$ cat src/rtl/combo_lock_fsm.sv
// Four-button combination lock: qualifies press pulses, checks a 4-press code,
// times the unlock window and entry idle gaps, and latches an alarm after repeated failures.
module combo_lock_fsm #(
   parameter logic [7:0] CODE          = 8'b00_01_10_11,
   parameter int         MAX_FAIL      = 3,
   parameter int         TIMEOUT       = 1000,
   parameter int         UNLOCK_CYCLES = 500
) (
   input  logic       clk,
   input  logic       rst,
   input  logic [3:0] btn,
   output logic       unlock,
   output logic       alarm,
   output logic       error,
   output logic [2:0] progress,
   output logic [1:0] fail_cnt
);

   localparam int CNT_MAX = (TIMEOUT > UNLOCK_CYCLES) ? TIMEOUT : UNLOCK_CYCLES;
   localparam int CW      = $clog2(CNT_MAX);

   // Entry expires on the edge where the counter would reach TIMEOUT-1.
   localparam logic [CW-1:0] TO_LAST = CW'(TIMEOUT - 2);
   localparam logic [CW-1:0] UL_LAST = CW'(UNLOCK_CYCLES - 1);
   localparam logic [1:0]    FAIL_LIM = 2'(MAX_FAIL);

   typedef enum logic [1:0] {
      S_IDLE,
      S_ENTRY,
      S_OPEN,
      S_ALARM
   } state_e;

   state_e          state_q, state_d;
   logic [3:0]      btn_q, btn_d;
   logic [CW-1:0]   cnt_q, cnt_d;
   logic [2:0]      progress_q, progress_d;
   logic            mis_q, mis_d;
   logic [1:0]      fail_q, fail_d;
   logic            error_q, error_d;

   logic [3:0]      press;
   logic            any_press;
   logic            single;
   logic [1:0]      idx;
   logic [1:0]      exp_idx;
   logic            hit;
   logic [1:0]      fail_inc;

   always_ff @(posedge clk) begin
      if (!rst) begin
         state_q    <= S_IDLE;
         btn_q      <= 4'b1111;
         cnt_q      <= '0;
         progress_q <= '0;
         mis_q      <= 1'b0;
         fail_q     <= '0;
         error_q    <= 1'b0;
      end else begin
         state_q    <= state_d;
         btn_q      <= btn_d;
         cnt_q      <= cnt_d;
         progress_q <= progress_d;
         mis_q      <= mis_d;
         fail_q     <= fail_d;
         error_q    <= error_d;
      end
   end

   always_comb begin
      press     = btn & ~btn_q;
      any_press = |press;
      single    = any_press && ((press & (press - 4'd1)) == 4'd0);
      case (press)
         4'b0010: idx = 2'd1;
         4'b0100: idx = 2'd2;
         4'b1000: idx = 2'd3;
         default: idx = 2'd0;
      endcase
      case (progress_q[1:0])
         2'd0:    exp_idx = CODE[7:6];
         2'd1:    exp_idx = CODE[5:4];
         2'd2:    exp_idx = CODE[3:2];
         default: exp_idx = CODE[1:0];
      endcase
      hit      = single && (idx == exp_idx);
      fail_inc = fail_q + 2'd1;
   end

   always_comb begin
      state_d    = state_q;
      btn_d      = btn;
      cnt_d      = cnt_q;
      progress_d = progress_q;
      mis_d      = mis_q;
      fail_d     = fail_q;
      error_d    = 1'b0;
      unique case (state_q)
         S_IDLE: begin
            cnt_d      = '0;
            progress_d = '0;
            if (any_press) begin
               state_d    = S_ENTRY;
               progress_d = 3'd1;
               mis_d      = !hit;
            end
         end
         S_ENTRY: begin
            if (any_press) begin
               cnt_d = '0;
               if (progress_q == 3'd3) begin
                  progress_d = '0;
                  if (!mis_q && hit) begin
                     state_d = S_OPEN;
                     fail_d  = '0;
                  end else begin
                     error_d = 1'b1;
                     fail_d  = fail_inc;
                     state_d = (fail_inc == FAIL_LIM) ? S_ALARM : S_IDLE;
                  end
               end else begin
                  progress_d = progress_q + 3'd1;
                  mis_d      = mis_q | !hit;
               end
            end else if (cnt_q == TO_LAST) begin
               state_d    = S_IDLE;
               cnt_d      = '0;
               progress_d = '0;
            end else begin
               cnt_d = cnt_q + 1'b1;
            end
         end
         S_OPEN: begin
            // Any press while open relocks without starting an entry.
            if (any_press || cnt_q == UL_LAST) begin
               state_d = S_IDLE;
               cnt_d   = '0;
            end else begin
               cnt_d = cnt_q + 1'b1;
            end
         end
         S_ALARM: begin
            cnt_d = '0;
         end
      endcase
   end

   always_comb begin
      unlock   = (state_q == S_OPEN);
      alarm    = (state_q == S_ALARM);
      error    = error_q;
      progress = progress_q;
      fail_cnt = fail_q;
   end

endmodule

$ cat config.mk
export PLATFORM = sky130hd
export DESIGN_NAME = combo_lock_fsm
export DESIGN_NICKNAME = d
export VERILOG_FILES = /design/src/rtl/combo_lock_fsm.sv
export SDC_FILE = /design/constraint.sdc
export NUM_CORES = 1
export LEC_CHECK = 0
export ABC_AREA = 1
export CORE_MARGIN = 2
export CORE_UTILIZATION = 56
export DETAILED_ROUTE_END_ITERATION = 8
export PLACE_DENSITY = 0.78
export REMOVE_ABC_BUFFERS = 1
export SKIP_LAST_GASP = 1
export SLEW_MARGIN = 0
export SYNTH_ARGS = -nofsm -noshare
export SYNTH_HDL_FRONTEND = slang
export SYNTH_SLANG_ARGS = --single-unit
$ cat constraint.sdc
create_clock -name clk -period 1.9 [get_ports clk]
set_input_delay 0.38 -clock clk [delete_from_list [all_inputs] [get_ports clk]]
set_output_delay 0.38 -clock clk [all_outputs]
set_load 0.02 [all_outputs]
==> metrics.cfg <==
[timing]
setup_viol = 0
period_minus_slack_ns = 1.78
fin_ws_ns = 0.123
timing.hold.ws_ns = 0.493
finalCritPeriodShare_pct = 93.5
skew_ns = 0.00279
relSlewSlack_pct = 78.3
worst_pin_slew_ns = 0.322
rsz0062_at_grt = no
fmax_mhz = 563
drv_slew = 0
final_hold_viol_count = 0

[power]
power_leakage_nw = 0.774
switching_share_pct = 33.0
switching_power_mw = 0.336
p_per_area_nw_per_um2 = 617
comb_power_share_pct = 26.2
clockPowerShare_pct = 22.7
p_seq_share_pct = 51.2
power.total_mw = 1.02
ir_drop_v = 0.000601
power.internal_mw = 0.680

[synthesis]
synth_ff_type = dfxtp_1
synth_enable_flop_cells = 0
synth-seq-cells = 23
post_synth.cell_area_avg_um2 = 7.63
syn_inst = 189
yosysSeqAreaShare_pct = 31.9
yosysWarningCount = 0
synthTopCellsByArea = dfxtp_1, inv_1, ha_1, nand2_1, nor2_2
synth.top_cell.area_share_pct = 31.9
synthDistinctLibCells = 26
yosysTopAreaCell = dfxtp_1
synthArstFlopShare_pct = 0
synth_common_cells = inv_1, nand2_1, dfxtp_1, nor2_1, nor2_2
syn_area_um2 = 1440
yosysMostFrequentCell = inv_1

[clocking]
cts_max_level = 1
cts_setup_buffers = 0
cts_tree = done
numCtsBuffers = 3
numClockSinks = 23
clk_path_buf_depth = 2
cts_root_buf = clkbuf_4
clk_pin_slew_worst_paths_ns = 0.13
clk_latency_ns = 0.31

[worst_setup_path]
crit_slowest_cell = clkdlybuf4s50_1
cp.arrival_ns = 1.40
cp-end-kind = primary output
path_buf_inv = 1
crit_path_cell_trace = clkdlybuf4s50_1
cp.required_ns = 1.52
crit_fanout = 6
critical_path.top_delay_family = buffers and inverters
slowest_delay_ns = 0.64
startpoint_type = flop
path_class = reg2out

[route]
detail_route.wl_per_cell_um = 11.0
drc = 0
vias = 1192
wl_um = 2600
antenna_left = 0
drt_iter0_drc = 10
viasPerCell = 5.03
dr.pass1.iters = 4

[global_routing]
grt_overflow_total = 0
grt_max_degree = 14
gr-usage-all-layers_pct = 20.6
grt_antenna_before_repair = 0
grt_pass1_wl_um = 4460
grt_pass1_vias = 1147

[final_layout]
area_growth_pct = 14.1
drive_gt1_share_pct = 21.3
final_area_um2 = 1650
num_antenna_cells = 0
layout.nets = 224
final_core_util_pct = 67.1

[worst_hold_path]
hp-class = reg2reg

[floorplanning]
start_util_pct = 58.8
die_x_um = 54.8
die_h_um = 54.8
num_io_pins = 14
rows = 18
dieArea_um2 = 3000
coreArea_um2 = 2450

[status]
outcome = finished, final reports clean

[placement]
io_buffers = 13
hpwl_um = 2160
post-place-ws_ns = -0.00346
routabilityCongestion = 0.849
placed_area_um2 = 1620

[run]
cap_violations = 0

==> cell usage in the layout (no fill, tap or decap), drive strengths merged <==
master / n
xor2: 3
ha: 10
xnor2: 3
nor2: 34
clkbuf: 3
buf: 2
dlygate4sd2: 1
a22oi: 1
o211ai: 2
nand4: 4
nand3: 12
clkinv: 1
nand3b: 1
clkdlybuf4s50: 11
o21ai: 4
dfxtp: 23
a21oi: 7
nor3: 3
dlymetal6s2s: 1
or2: 1
nand2: 44
inv: 36
==> state kept, by name, summed over array words and instances, names as in the netlist <==
| signal | count |
|---|---|
| error | 1 |
| progress | 3 |
| state_q | 2 |
| cnt_q | 10 |
| fail_cnt | 2 |
| btn_q | 4 |
| mis_q | 1 |
==> stage by stage <==
stage               std cells  setup TNS [ns]
finish                    237               0
global route              237               0
CTS                       237               0
detailed placement        233        -0.00346
global placement          233               0
floorplan                 188               0
==> worst paths after layout <==
check	from	end	slack, ns	cells after the start
max reg2reg	state_q[1]	state_q[1]	0.28	11
min	mis_q	mis_q	0.49	2
min reg2reg	mis_q	mis_q	0.49	2
max	progress[0]	progress[0]	0.12	1
==> repair_timing <==
| item | 4_1_cts | 5_1_grt |
|---|---|---|
| endpoints found under the setup margin | 1 | 1 |
| hold buffers | 0 | 0 |
| gates resized for setup | 1 | 1 |
==> area by class of cell <==
class	instances	area, µm²
fillers	223	808
inverters	36	135
clock inverters	1	5.00
well taps	30	37.5
flip-flops and latches	23	460
clock buffers	3	22.5
repair buffers	15	146
multi-input cells	129	840
==> per-layer routing <==
layer / share of wire, % / vias up / global-route usage, % / wire (µm)
li1: - / 614 / - / -
met1: 40 / 552 / 20.4 / 1030
met2: 55 / 20 / 41.1 / 1440
met3: 3.2 / 6 / 3.28 / 82
met4: 1.7 / 0 / 8.75 / 45
met5: 0 / - / 0 / 0
==> logic make-up after synthesis <==
| logic type | synth area share, % |
|---|---|
| adders and majority gates | 8.67 |
| buffers and inverters | 9.89 |
| AOI/OAI and AO/OA | 5.90 |
| DFF | 31.9 |
| and+or+nand+nor | 40.0 |
| xor gates and xnor gates | 3.64 |
==> power groups by stage <==
stage / Combinational [mW] / Clock, mW / Sequential (mW)
2_1_floorplan: 0.197 / 0 / 0.533
4_1_cts: 0.268 / 0.237 / 0.520
6_report: 0.266 / 0.230 / 0.520
3_5_place_dp: 0.266 / 0 / 0.531
3_3_place_gp: 0.259 / 0 / 0.530
5_1_grt: 0.302 / 0.253 / 0.524
No activity file was read; power rests on OpenSTA's default activity.
